[config.mk]
export PLATFORM = sky130hd
export DESIGN_NAME = ex_hazard_sequencer
export DESIGN_NICKNAME = d
export VERILOG_FILES = /design/src/rtl/execute_pkg.sv /design/src/rtl/sat_counter.sv /design/src/rtl/ex_hazard_sequencer.sv
export SDC_FILE = /design/constraint.sdc
export NUM_CORES = 1
export LEC_CHECK = 0
export ABC_AREA = 1
export CAP_MARGIN = 25
export CELL_PAD_IN_SITES_DETAIL_PLACEMENT = 1
export CELL_PAD_IN_SITES_GLOBAL_PLACEMENT = 1
export CORE_UTILIZATION = 34
export CTS_BUF_LIST = sky130_fd_sc_hd__clkbuf_4 sky130_fd_sc_hd__clkbuf_8
export DETAILED_ROUTE_END_ITERATION = 12
export HOLD_SLACK_MARGIN = 0.12
export PLACE_DENSITY_LB_ADDON = 0.08
export SYNTH_ARGS = -nofsm -noshare
export SYNTH_HDL_FRONTEND = slang
export SYNTH_SLANG_ARGS = --single-unit
[constraint.sdc]
create_clock -name clk -period 5.2 [get_ports clk]
set_input_delay 1.56 -clock clk [delete_from_list [all_inputs] [get_ports clk]]
set_output_delay 1.56 -clock clk [all_outputs]
set_load 0.005 [all_outputs]
[src/rtl/execute_pkg.sv]
`default_nettype none
// ============================================================================
// Module  : execute_pkg
// Brief   : Shared types and constants for the execute-stage hazard sequencer.
// Revision: 1.0
// ============================================================================
package execute_pkg;

    typedef enum logic [0:0] {
        IDLE    = 1'b0,
        MC_BUSY = 1'b1
    } hz_state_t;

    typedef struct packed {
        logic pc_write;
        logic if_id_write;
        logic if_id_flush;
        logic id_ex_write;
        logic id_ex_flush;
        logic ex_mem_bubble;
    } hz_ctrl_t;

    localparam hz_ctrl_t HZ_NOP = '{
        pc_write:      1'b1,
        if_id_write:   1'b1,
        if_id_flush:   1'b0,
        id_ex_write:   1'b1,
        id_ex_flush:   1'b0,
        ex_mem_bubble: 1'b0
    };

endpackage
`default_nettype wire

[src/rtl/sat_counter.sv]
`default_nettype none
// ============================================================================
// Module  : sat_counter
// Brief   : Up-counter that sticks at all-ones instead of wrapping.
// Revision: 1.0
// ============================================================================
module sat_counter #(
    parameter int W = 32
) (
    input  logic         clk,
    input  logic         reset,
    input  logic         inc,
    input  logic         clr,
    output logic [W-1:0] count
);

    logic [W-1:0] r_count;

    always_ff @(posedge clk or posedge reset) begin
        if (reset) begin
            r_count <= '0;
        end else if (clr) begin
            r_count <= '0;
        end else if (inc && (r_count != {W{1'b1}})) begin
            r_count <= r_count + 1'b1;
        end
    end

    assign count = r_count;

endmodule
`default_nettype wire

[src/rtl/ex_hazard_sequencer.sv]
`default_nettype none
// ============================================================================
// Module  : ex_hazard_sequencer
// Brief   : Pipeline stall/flush controller for load-use, branch and mul/div.
// Revision: 1.0
// ============================================================================
module ex_hazard_sequencer
    import execute_pkg::*;
#(
    parameter int MC_TIMEOUT = 64,
    parameter int CNT_W      = 32
) (
    input  logic             clk,
    input  logic             reset,
    input  logic [4:0]       if_id_rs1,
    input  logic [4:0]       if_id_rs2,
    input  logic             if_id_uses_rs1,
    input  logic             if_id_uses_rs2,
    input  logic [4:0]       id_ex_rd,
    input  logic             id_ex_mem_read,
    input  logic             id_ex_valid,
    input  logic             take_branch,
    input  logic             ex_mc_op,
    input  logic             mc_done,
    output logic             mc_start,
    output logic             pc_write,
    output logic             if_id_write,
    output logic             if_id_flush,
    output logic             id_ex_write,
    output logic             id_ex_flush,
    output logic             ex_mem_bubble,
    output logic             mc_timeout_err,
    output logic [CNT_W-1:0] stall_cycles,
    output logic [CNT_W-1:0] flush_events
);

    localparam int              TMR_W    = (MC_TIMEOUT > 2) ? $clog2(MC_TIMEOUT) : 1;
    localparam logic [TMR_W-1:0] TMR_LAST = TMR_W'(MC_TIMEOUT - 1);

    hz_state_t        r_state;
    hz_state_t        w_state_nxt;
    logic [TMR_W-1:0] r_timer;
    logic             r_err;
    hz_ctrl_t         w_ctrl;
    logic             w_start;
    logic             w_lu;
    logic             w_timer_clr;
    logic             w_timer_inc;
    logic             w_err_set;
    logic             w_stall_inc;
    logic             w_flush_inc;

    always_comb begin
        w_lu = id_ex_valid && id_ex_mem_read && (id_ex_rd != 5'd0) &&
               ((if_id_uses_rs1 && (if_id_rs1 == id_ex_rd)) ||
                (if_id_uses_rs2 && (if_id_rs2 == id_ex_rd)));
    end

    always_comb begin
        w_ctrl      = HZ_NOP;
        w_start     = 1'b0;
        w_state_nxt = r_state;
        w_timer_clr = 1'b0;
        w_timer_inc = 1'b0;
        w_err_set   = 1'b0;
        w_flush_inc = 1'b0;
        case (r_state)
            IDLE: begin
                if (take_branch) begin
                    w_ctrl.if_id_flush = 1'b1;
                    w_ctrl.id_ex_flush = 1'b1;
                    w_flush_inc        = 1'b1;
                end else if (ex_mc_op && id_ex_valid) begin
                    w_start              = 1'b1;
                    w_ctrl.pc_write      = 1'b0;
                    w_ctrl.if_id_write   = 1'b0;
                    w_ctrl.id_ex_write   = 1'b0;
                    w_ctrl.ex_mem_bubble = 1'b1;
                    w_timer_clr          = 1'b1;
                    w_state_nxt          = MC_BUSY;
                end else if (w_lu) begin
                    w_ctrl.pc_write    = 1'b0;
                    w_ctrl.if_id_write = 1'b0;
                    w_ctrl.id_ex_flush = 1'b1;
                end
            end
            MC_BUSY: begin
                // Done beats timeout when both land on the same cycle.
                if (mc_done) begin
                    w_state_nxt = IDLE;
                end else if (r_timer == TMR_LAST) begin
                    w_err_set   = 1'b1;
                    w_state_nxt = IDLE;
                end else begin
                    w_ctrl.pc_write      = 1'b0;
                    w_ctrl.if_id_write   = 1'b0;
                    w_ctrl.id_ex_write   = 1'b0;
                    w_ctrl.ex_mem_bubble = 1'b1;
                    w_timer_inc          = 1'b1;
                end
            end
            default: w_state_nxt = IDLE;
        endcase
        if (reset) begin
            w_ctrl  = HZ_NOP;
            w_start = 1'b0;
        end
        // The release cycle of a multi-cycle op still occupies EX, so it counts.
        w_stall_inc = !w_ctrl.pc_write || (r_state == MC_BUSY);
    end

    always_ff @(posedge clk or posedge reset) begin
        if (reset) begin
            r_state <= IDLE;
            r_timer <= '0;
            r_err   <= 1'b0;
        end else begin
            r_state <= w_state_nxt;
            if (w_timer_clr) begin
                r_timer <= '0;
            end else if (w_timer_inc) begin
                r_timer <= r_timer + 1'b1;
            end
            if (w_err_set) begin
                r_err <= 1'b1;
            end
        end
    end

    sat_counter #(.W(CNT_W)) u_stall_cnt (
        .clk   (clk),
        .reset (reset),
        .inc   (w_stall_inc),
        .clr   (1'b0),
        .count (stall_cycles)
    );

    sat_counter #(.W(CNT_W)) u_flush_cnt (
        .clk   (clk),
        .reset (reset),
        .inc   (w_flush_inc),
        .clr   (1'b0),
        .count (flush_events)
    );

    assign mc_start       = w_start;
    assign pc_write       = w_ctrl.pc_write;
    assign if_id_write    = w_ctrl.if_id_write;
    assign if_id_flush    = w_ctrl.if_id_flush;
    assign id_ex_write    = w_ctrl.id_ex_write;
    assign id_ex_flush    = w_ctrl.id_ex_flush;
    assign ex_mem_bubble  = w_ctrl.ex_mem_bubble;
    assign mc_timeout_err = r_err;

endmodule
`default_nettype wire

* Word-level counts from Yosys, hierarchy flattened *
Index checks and enable logic that the tools add are counted.

operators by class
  bitwise operators = 1
  multiplexer cells = 30
  equality and inequality tests = 5
  reductions and logical operators = 13
  add/subtract/negate cells = 3

operator list
  operator                 count
  $add A32 B1 Y32 const B  2
  $ne A32 B32 Y1 const B   2
  $mux W1                  19
  $mux W6                  3
  $eq A5 B5 Y1             2
  $mux W2                  5
  $logic_and A1 B1 Y1      8
  $add A6 B1 Y6 const B    1
  $eq A6 B6 Y1 const B     1
  $reduce_bool A5 Y1       1
  $pmux W1 S2              2
  $pmux W2 S2              1
  $logic_or A1 B1 Y1       2
  $reduce_bool A2 Y1       1
  $logic_not A1 Y1         1
  $not A1 Y1               1

storage, ports and cells
  logic and storage cells = 57
  bits in registers = 72
  output and inout bits = 72

* Depth between registers and ports, before layout *
Gate-level depths: netlist of run 1.

  depth after elaboration = 12
  depth in mapped cells = 12
  mapped depth without buffers = 11

* Modules after synthesis *
Synthesis of run 1 repeated with hierarchy kept, for this count alone.

second synthesis, totals
  cells, all modules = 842
  area, all modules = 5313.8 µm²

by module, submodules not included
  module               cells each  area each (µm²)  times used  seq. area each (µm²)
  sat_counter          360         2274.7           2           800.8
  ex_hazard_sequencer  122         764.5            1           200.2

* Worst setup path after synthesis of run 1 *
No wires, ideal clock.

  path kind = input to output
  start = input port reset
  end = output port pc_write
  required time = 3640 ps
  data arrival time = 3685 ps
  path slack = -45 ps
  stages on the path = 5
  path through = inv_1 nand2_2 nand2_1 inv_1 buf_4

on the way
  cells in the longest elaborated chain, start to end = 1

RTL lines
  element      line                        text
  from (decl)  ex_hazard_sequencer.sv:14   input logic reset,
  $mux W6      ex_hazard_sequencer.sv:104  if (reset) begin
  to (decl)    ex_hazard_sequencer.sv:26   output logic pc_write,

Every way passes these cells.

* Worst setup path in the final report of run 1 *
  start = input port id_ex_rd[3]
  end = output port pc_write

on the way
  cells in the longest elaborated chain, start to end = 9

RTL lines
  element                                 line                                                  text
  from (decl)                             ex_hazard_sequencer.sv:19                             input logic [4:0] id_ex_rd,
  $eq A5 B5 Y1 (on tied branches)         ex_hazard_sequencer.sv:55, ex_hazard_sequencer.sv:56
  $logic_and A1 B1 Y1 (on tied branches)  ex_hazard_sequencer.sv:55, ex_hazard_sequencer.sv:56
  $logic_or A1 B1 Y1                      ex_hazard_sequencer.sv:55                             ((if_id_uses_rs1 && (if_id_rs1 == id_ex_rd)) ||
  $logic_and A1 B1 Y1 (*)                 ex_hazard_sequencer.sv:54                             w_lu = id_ex_valid && id_ex_mem_read && (id_ex_rd != 5'd0) &&
  $mux W2 (*)                             ex_hazard_sequencer.sv:81                             end else if (w_lu) begin
  $mux W2 (*)                             ex_hazard_sequencer.sv:73                             end else if (ex_mc_op && id_ex_valid) begin
  $mux W2 (*)                             ex_hazard_sequencer.sv:69                             if (take_branch) begin
  $pmux W2 S2 (*)                         ex_hazard_sequencer.sv:67                             case (r_state)
  $mux W6 (*)                             ex_hazard_sequencer.sv:104

Every way passes the cells marked *; elsewhere a longest branch is shown, timed or not.

==> results of run 1 <==
-- final cells by class --
cell class / instances / area [µm²] / area share, %
inverter: 65 / 248 / 4.09
tap: 176 / 220 / 3.64
clock buffer: 11 / 151 / 2.50
clock inverter: 3 / 42.5 / 0.703
multi-input combinational: 536 / 2590 / 42.9
sequential: 72 / 1800 / 29.8
timing repair buffer: 98 / 993 / 16.4
-- power groups by stage --
stage	registers [W]	logic, W	clock network, W
after global placement	0.000719	0.000343	0
after floorplan	0.000702	0.000185	0
final	0.000708	0.000354	0.000457
after CTS	0.000711	0.000358	0.000474
after detailed placement	0.000721	0.000356	0
after global routing	0.000723	0.000397	0.000494
-- registers in the layout, indices dropped and copies added (netlist names) --
signal	cells
mc_timeout_err	1
r_state	1
r_timer	6
u_flush_cnt.count	32
u_stall_cnt.count	32
-- stage by stage --
step           instance area [µm²]  hold WS [ns]  util (%)  cells  power [W]
3_5_place_dp                  5830         0.447      43.5    946    0.00108
6_report                      6050         0.463      45.2    961    0.00152
3_3_place_gp                  5830         0.449      43.5    946    0.00106
4_1_cts                       6020         0.468      45.0    960    0.00154
5_1_grt                       6050         0.489      45.2    961    0.00161
2_1_floorplan                 4740         0.451         -    687   0.000887
-- metal layers --
layer  share of wire [%]  vias up
li1                    -     2345
met2                  45       96
met5                   0        -
met4                 1.2        0
met3                 3.4       16
met1                  50     2291
-- worst max path at each step --
stage,end,start,cells past startpoint
2_1_floorplan,pc_write,reset,5
3_3_place_gp,if_id_write,id_ex_valid,9
3_5_place_dp,if_id_write,id_ex_rd[3],11
4_1_cts,if_id_write,id_ex_rd[3],11
5_1_grt,if_id_write,id_ex_rd[1],11
6_report,pc_write,id_ex_rd[3],11
-- placed cells by master (no fill, tap or decap), types with 2 or more instances in the layout --
cell and instances:
nand4_1 13, xor2_1 39, nor4_1 3, o21ai_0 5, a21oi_1 2, clkinvlp_4 2, nor3_2 2, nor2_1 89
nand2_2 4, inv_1 62, nand3_1 55, nand2_1 257, clkdlybuf4s50_1 95, inv_2 2, nor2_2 2, nand3b_1 5
dfrtp_1 72, buf_4 2, clkbuf_8 11, xnor2_1 15, nor3_1 23, o21ai_1 7, ha_1 3
-- logic make-up after synthesis --
group / after synthesis / share of synthesized area [%]
and+or+nand+nor: 461 / 41.8
buffers and inverters: 79 / 7.14
DFF: 72 / 38.1
xor gates and xnor gates: 54 / 9.99
AOI/OAI and AO/OA: 18 / 2.27
adders and majority gates: 3 / 0.793
-- worst max-delay path: stages --
cell	delay [ns]
clkdlybuf4s50_1	0.51
inv_1	0.08
nand2_1	0.06
nand2_1	0.05
nor2_1	0.11
nand3_1	0.09
nand2_1	0.11
nand3_1	0.19
nand2_1	0.11
inv_1	0.05
clkdlybuf4s50_1	0.43
==> results by group, run 1 <==
Logic synthesis
  – Post-synth cell types: 34
  – Commonest cells in the netlist: 257 x nand2_1, 89 x nor2_1, 72 x dfrtp_1, 63 x inv_1, 55 x nand3_1
  – EDFF count, synth: 0
  – Avg Inst Size Synth: approximately 6.9 µm²
  – Dominant cell type by area after synthesis: dfrtp_1
  – Async S/R FF share, synth: 100%
  – Synthesized cell area: 4730 µm²
  – Cells after Synth: roughly 690
  – Seq/Total Area, Yosys: 38.1%
  – Synth Register Bits: 72
  – Synth top area share: 38.1%
  – Synth top area cells: dfrtp_1 38%, nand2_1 20%, xor2_1 7.2%
  – Count leader, synth: nand2_1
  – Yosys warnings: 0
  – Post-synthesis net count: 714
  – Synth Flop Type: dfrtp_1

Detailed routing
  – DRT iter0 DRCs: 192
  – Post-DR wirelength/cell: 15.3 µm
  – DRT Pass-1 Iters: 6
  – Detail Route Antenna Nets: 0
  – DRC violations left: 0
  – Total number of vias: 4748
  – Vias per cell: between 4 and 5
  – Routed WL: 14700 µm

Floorplanning
  – Die area: 14400 µm²
  – Die Span Y: 120 µm
  – Initial Utilization: 35.3%
  – Core box area: 13400 µm²
  – Core Rows: 42
  – I/O Pins: 96
  – Overall die width: 120 µm

STA
  – Achievable frequency: just over 0.2 GHz
  – Min Tclk post-route: 4.91 ns
  – Slack of the critical path: 0.286 ns
  – Worst-Margin Slew: roughly 0.63 ns
  – Setup Skew: about 0.0058 ns
  – Unrepaired setup endpoints after global routing: no
  – Total negative slack: 0 ns
  – Max transition margin: just under 60%
  – Final Setup Violations: 0
  – Crit share post-route: 94.5%
  – Max Slew Vio Count: 0
  – Final Hold Viols: 0

Global route
  – Gr busiest metal: met2
  – First-pass GRT wire length: 24400 µm
  – All-Layer GR Usage: 21.5%
  – Met1 track demand over resource: 30.7%
  – M3 GR Usage: between 3 and 4%
  – Congestion Overflow GR: 0
  – Pin count of the biggest net entering global routing: 73
  – Initial antenna violation count: 0
  – Met2 GRT Util: 33.6%
  – Vias in the first global route: 4874

Worst setup path
  – Slack of the worst reg-to-reg path: 2.50 ns
  – CP endpoint kind: primary output
  – Setup CP Type: in -> out
  – RR Endpoint: u_stall_cnt.count[29]
  – Max FO, Critical Path: 3
  – Worst R2R Start: r_timer[0]
  – Worst reg2reg path depth: 11
  – WP data required: 3.64 ns
  – CP arrival: around 3.4 ns
  – Crit path launch type: input port

Clock network
  – H-tree levels: 3
  – Root Buffer: clkbuf_8
  – Post-CTS Setup Bufs: 0
  – CTS tree: done
  – CTS Buf Count: 9
  – # clock sinks: 72
  – Later-pin clock latency in the skew report: between 0.3 and 0.4 ns
  – PostCTS Resize Cnt: 0
  – Clock slew at reported path FFs: 0.07 ns
  – Hold buffers post-CTS: 0
  – Clk buf depth: 2

Power
  – Internal: 0.00104 W
  – Share of total power in the clock network: 30.1%
  – Peak supply drop: 0.132 mV
  – Switching share of power: between 30% and 40%
  – Comb pwr share: 23.3%
  – Power density cells: 251 nW/µm²
  – Sequential Power Share: 46.6%
  – Leakage: 2.84 nW
  – P_sw: 0.000479 W

Layout
  – Fill count: 1755
  – Share of layout cells above drive strength 1: 4.46%
  – # nets final: 809
  – Diode count: 0
  – Area growth, synth to finish: 27.8%

Flow run
  – Max Cap Viol: 0

Hold path
  – Worst hold-check path type: reg -> reg
  – Hold EP: mc_timeout_err
  – Hold path start: mc_timeout_err
  – Hold Path Depth: 1

Place
  – Routability Congestion: 0.830
  – Port-buffer cells: 95
  – Pre-CTS WS: 0.302 ns
  – Hpwl dp: about 11000 µm

Run status
  – Status: completed
Note: power is estimated with default switching activity, not from simulation.
==> run 2: changes to the inputs <==
--- a/config.mk
+++ b/config.mk
@@ -6,6 +6,7 @@
 export NUM_CORES = 1
 export LEC_CHECK = 0
 export ABC_AREA = 1
+export ABC_CLOCK_PERIOD_IN_PS = 5200
 export CAP_MARGIN = 25
 export CELL_PAD_IN_SITES_DETAIL_PLACEMENT = 1
 export CELL_PAD_IN_SITES_GLOBAL_PLACEMENT = 1
@@ -14,6 +15,7 @@
 export DETAILED_ROUTE_END_ITERATION = 12
 export HOLD_SLACK_MARGIN = 0.12
 export PLACE_DENSITY_LB_ADDON = 0.08
+export SLEW_MARGIN = 20
 export SYNTH_ARGS = -nofsm -noshare
 export SYNTH_HDL_FRONTEND = slang
 export SYNTH_SLANG_ARGS = --single-unit
==> results by group, run 2 (synthesis gave the netlist of run 1 again) <==
Run status
  – Status: completed

Power
  – Sequential Power Share: a little under half
  – P_sw: 0.000479 W
  – Comb pwr share: 23.3%
  – Internal: approximately 0.0010 W
  – Share of total power in the clock network: between 30% and 40%
  – Power density cells: between 200 and 300 nW/µm²
  – Switching share of power: 31.5%
  – Leakage: 2.84 nW
  – Peak supply drop: between 0.1 and 0.15 mV

Layout
  – Diode count: 0
  – Fill count: 1752
  – Most common cell after layout, fill and taps aside: nand2_1
  – # nets final: 809
  – Share of layout cells above drive strength 1: 4.46%
  – Area growth, synth to finish: 27.8%
  – Fin cells: 961
  – Most frequent cells in the layout: 257 x nand2_1, 95 x clkdlybuf4s50_1, 89 x nor2_1

Worst setup path
  – Crit path launch type: input port
  – Max FO, Critical Path: 3
  – Setup CP Type: in -> out
  – WP data required: between 3 and 4 ns
  – CP arrival: between 3 and 4 ns
  – Worst reg2reg path depth: 11
  – CP endpoint kind: primary output

Global route
  – First-pass GRT wire length: approximately 24000 µm
  – Initial antenna violation count: 0
  – Pin count of the biggest net entering global routing: 73
  – Congestion Overflow GR: 0
  – All-Layer GR Usage: 21.5%
  – Vias in the first global route: between 4000 and 5000

Floorplanning
  – I/O Pins: 96
  – Die Span Y: 120 µm
  – Core Rows: 42
  – Core box area: 13400 µm²
  – Initial Utilization: approximately a third
  – Die area: 14400 µm²
  – Overall die width: 120 µm

Clock network
  – # clock sinks: between 70 and 80
  – Post-CTS Setup Bufs: 0
  – Hold buffers post-CTS: 0
  – Clk buf depth: 2
  – PostCTS Resize Cnt: 0
  – Later-pin clock latency in the skew report: about 0.36 ns
  – CTS tree: done
  – Root Buffer: clkbuf_8
  – H-tree levels: 3
  – CTS Buf Count: 9
  – Clock slew at reported path FFs: roughly 0.07 ns

Hold path
  – Hold Path Depth: 1
  – Worst hold-check path type: reg -> reg

STA
  – Total negative slack: 0 ns
  – Setup Skew: ~0.0073 ns
  – Unrepaired setup endpoints after global routing: no
  – Max Slew Vio Count: 0
  – Final Hold Viols: 0
  – Max transition margin: 60.0%
  – Min Tclk post-route: 4.92 ns
  – Worst-Margin Slew: 0.598 ns
  – Achievable frequency: 0.203 GHz
  – Final Setup Violations: 0
  – Crit share post-route: 94.7%

Detailed routing
  – Vias per cell: 4.94
  – Routed WL: 14700 µm
  – Post-DR wirelength/cell: 15.3 µm
  – Total number of vias: between 4000 and 5000
  – Detail Route Antenna Nets: 0
  – DRT iter0 DRCs: 237
  – DRC violations left: 0
  – DRT Pass-1 Iters: 4

Place
  – Port-buffer cells: 95
  – Hpwl dp: 11100 µm
  – Routability Congestion: 0.830
  – Placed cell count: 946

Flow run
  – Max Cap Viol: 0
-- run 2: cell counts in the layout (fill, tap and decap cells not counted) --
Identical to the previous run, type by type.
-- run 2: layer usage --
metal	routed length (µm)	track usage, %	vias up	part of all wire (%)
li1	-	-	2347	-
met3	551	3.23	16	3.8
met2	6610	33.6	100	45
met1	7320	30.7	2289	50
met4	176	6.09	0	1.2
met5	0	0	-	0
-- run 2: path summary, 6_finish.rpt --
| path | start | to | slack (ns) |
|---|---|---|---|
| max in group asynchronous | reset | u_stall_cnt.count[19] | 2.94 |
| setup / recovery | id_ex_rd[3] | pc_write | 0.28 |
| hold / removal | mc_timeout_err | mc_timeout_err | 0.46 |
| hold reg to reg | mc_timeout_err | mc_timeout_err | 0.46 |
| min in group asynchronous | reset | u_stall_cnt.count[17] | 1.70 |
| setup reg to reg | r_timer[0] | u_stall_cnt.count[29] | 2.55 |
-- run 2: stage by stage --
stage | utilization (%) | cell area [µm²] | power [W] | setup slack (ns) | hold slack, ns
after CTS | 45.0 | 6020 | 0.00154 | 0.293 | 0.468
after global placement | 43.5 | 5830 | 0.00106 | 0.373 | 0.449
after detailed placement | 43.5 | 5830 | 0.00108 | 0.302 | 0.447
after floorplan | - | 4740 | 0.000887 | 0.415 | 0.451
final | 45.2 | 6050 | 0.00152 | 0.275 | 0.463
after global routing | 45.2 | 6050 | 0.00161 | 0.150 | 0.489
-- run 2: area by class of cell --
class	instances	area, µm²	area share (%)
Clock buffer	11	151	2.50
Sequential cell	72	1800	29.8
Clock inverter	3	42.5	0.703
Tap cell	176	220	3.64
Multi-Input combinational cell	536	2590	42.9
Inverter	65	248	4.09
Timing Repair Buffer	98	993	16.4
-- run 2: power by group through the flow --
stage | combinational (W) | sequential [W] | clock, W
floorplan | 0.000185 | 0.000702 | 0
global placement | 0.000343 | 0.000719 | 0
detailed placement | 0.000356 | 0.000721 | 0
CTS | 0.000358 | 0.000711 | 0.000474
global route | 0.000397 | 0.000723 | 0.000494
finish | 0.000354 | 0.000708 | 0.000457
-- run 2: worst max-delay path, stage by stage --
cell and delay, ns:
clkdlybuf4s50_1 0.51, inv_1 0.08, nand2_1 0.06, nand2_1 0.05
nor2_1 0.11, nand3_1 0.09, nand2_1 0.12, nand3_1 0.19
nand2_1 0.11, inv_1 0.05, clkdlybuf4s50_1 0.43
==> run 3: changes to the inputs <==
--- a/config.mk
+++ b/config.mk
@@ -15,7 +15,9 @@
 export DETAILED_ROUTE_END_ITERATION = 12
 export HOLD_SLACK_MARGIN = 0.12
 export PLACE_DENSITY_LB_ADDON = 0.08
+export SETUP_SLACK_MARGIN = 0.5
 export SLEW_MARGIN = 20
 export SYNTH_ARGS = -nofsm -noshare
 export SYNTH_HDL_FRONTEND = slang
 export SYNTH_SLANG_ARGS = --single-unit
+export TNS_END_PERCENT = 20
==> results by group, run 3 (synthesis gave the netlist of run 1 again) <==
Run status
  – Status: completed

Floorplanning
  – Die Span Y: 120 µm
  – I/O Pins: between 90 and 100
  – Core box area: 13400 µm²
  – Die area: 14400 µm²
  – Core Rows: 42
  – Initial Utilization: 35.3%
  – Overall die width: 120 µm

Layout
  – Area growth, synth to finish: 28.8%
  – Share of layout cells above drive strength 1: 5.71%
  – Most frequent cells in the layout: 254 x nand2_1, 88 x nor2_1, 88 x clkdlybuf4s50_1
  – # nets final: 810
  – Diode count: 0
  – Most common cell after layout, fill and taps aside: nand2_1

Clock network
  – Later-pin clock latency in the skew report: about 0.37 ns
  – CTS Buf Count: 9
  – H-tree levels: 3
  – # clock sinks: 72
  – Root Buffer: clkbuf_8
  – CTS tree: done
  – Clock slew at reported path FFs: 0.07 ns
  – Clk buf depth: 2

Worst setup path
  – WP data required: around 3.6 ns
  – Setup CP Type: in -> out
  – Max incr delay on CP: 0.51 ns
  – CP arrival: between 3 and 4 ns
  – RR Endpoint: u_stall_cnt.count[7]
  – Worst R2R Start: r_timer[0]
  – CP endpoint kind: primary output
  – Max FO, Critical Path: 5
  – Slack of the worst reg-to-reg path: around 2.6 ns
  – Bufs and invs on worst path: 4
  – CP Cell Sequence: clkdlybuf4s50_1 > nand2_2 > nor3_4 > inv_2 > nand2_4 > nand2_4 > inv_1 > clkdlybuf4s50_1
  – Crit path launch type: input port
  – CP max-delay cell: clkdlybuf4s50_1
  – Delay-heaviest family, CP: buffers and inverters
  – Worst reg2reg path depth: 11

Detailed routing
  – Post-DR wirelength/cell: approximately 15 µm
  – DRT Pass-1 Iters: 5
  – Total number of vias: 4783
  – Vias per cell: 4.96
  – DRC violations left: 0
  – DRT iter0 DRCs: 241
  – Detail Route Antenna Nets: 0
  – Routed WL: 14700 µm

Place
  – Routability Congestion: 0.902
  – Pre-CTS WS: 0.314 ns
  – Hpwl dp: around 11000 µm
  – Port-buffer cells: 95

STA
  – Unrepaired setup endpoints after global routing: yes
  – Slack of the critical path: 0.478 ns
  – Max Slew Vio Count: 0
  – Total negative slack: 0 ns
  – Max transition margin: 57.4%
  – Crit share post-route: 90.8%
  – Setup Skew: 0.00710 ns
  – Achievable frequency: between 0.2 and 0.25 GHz
  – Worst-Margin Slew: 0.637 ns
  – Min Tclk post-route: 4.72 ns
  – Final Setup Violations: 0
  – Final Hold Viols: 0

Global route
  – Congestion Overflow GR: 0
  – All-Layer GR Usage: between 20% and 30%
  – First-pass GRT wire length: about 25000 µm
  – Initial antenna violation count: 0
  – Vias in the first global route: around 4900
  – Pin count of the biggest net entering global routing: 73

Flow run
  – Max Cap Viol: 0

Hold path
  – Hold path start: mc_timeout_err
  – Hold Path Depth: 1
  – Hold EP: mc_timeout_err
  – Worst hold-check path type: reg -> reg

Power
  – Leakage: a little under 3 nW
  – Peak supply drop: 0.190 mV
  – Power density cells: 247 nW/µm²
## run 3: stage by stage
step                utilization (%)  hold slack (ns)  total power (W)  instance area, µm²  instances
finish                         45.5            0.469          0.00151                6100        964
global route                   45.5            0.493          0.00160                6100        964
CTS                            45.1            0.468          0.00153                6040        963
detailed placement             43.5            0.451          0.00108                5840        946
global placement               43.5            0.441          0.00106                5840        946
floorplan                         -            0.451         0.000888                4740        687
## run 3: area by class of cell
type | instances | area (µm²)
fill | 1712 | 7300
multi-input combinational | 536 | 2630
sequential | 72 | 1800
timing repair buffer | 99 | 1010
inverter | 65 | 248
tap | 176 | 220
clock buffer | 16 | 183
## run 3: power breakdown
group | switching (W) | leakage (nW) | internal, W
Sequential | 0.0000869 | 0.981 | 0.000622
Clock | 0.000218 | 0.0995 | 0.000219
Combinational | 0.000183 | 1.83 | 0.000177
Total | 0.000487 | 2.91 | 0.00102
## run 3: worst register-to-register path, stage by stage (launching register included)
cell	delay (ns)
dfrtp_1	0.40
ha_1	0.19
nand2_1	0.07
inv_2	0.08
nand3_2	0.12
o21ai_4	0.25
nand2_4	0.11
nand2_4	0.11
nand3_4	0.34
nand2_2	0.65
nand2_1	0.14
nand2_1	0.09
## run 3: how the worst max path moves through the flow
| stage | cells past startpoint | to | from | slack [ns] |
|---|---|---|---|---|
| 2_1_floorplan | 5 | pc_write | reset | 0.50 |
| 3_3_place_gp | 11 | pc_write | id_ex_rd[0] | 0.39 |
| 3_5_place_dp | 8 | ex_mem_bubble | id_ex_valid | 0.31 |
| 4_1_cts | 8 | ex_mem_bubble | id_ex_valid | 0.39 |
| 5_1_grt | 11 | if_id_write | if_id_rs2[1] | 0.38 |
| 6_report | 8 | ex_mem_bubble | id_ex_valid | 0.48 |
## run 3: layer usage
metal  vias to the layer above  wire, µm  track usage (%)
met5                         -         0                0
li1                       2338         -                -
met4                         0       231             7.27
met2                        96      6580             32.9
met1                      2332      7350             31.0
met3                        17       566             3.23
## run 3: timing repair
item,4_1_cts,5_1_grt
cloned,0,0
resized for setup,4,11
pin swaps,1,3
buffers inserted,1,0
setup endpoints to repair,5,6
hold buffers,0,0
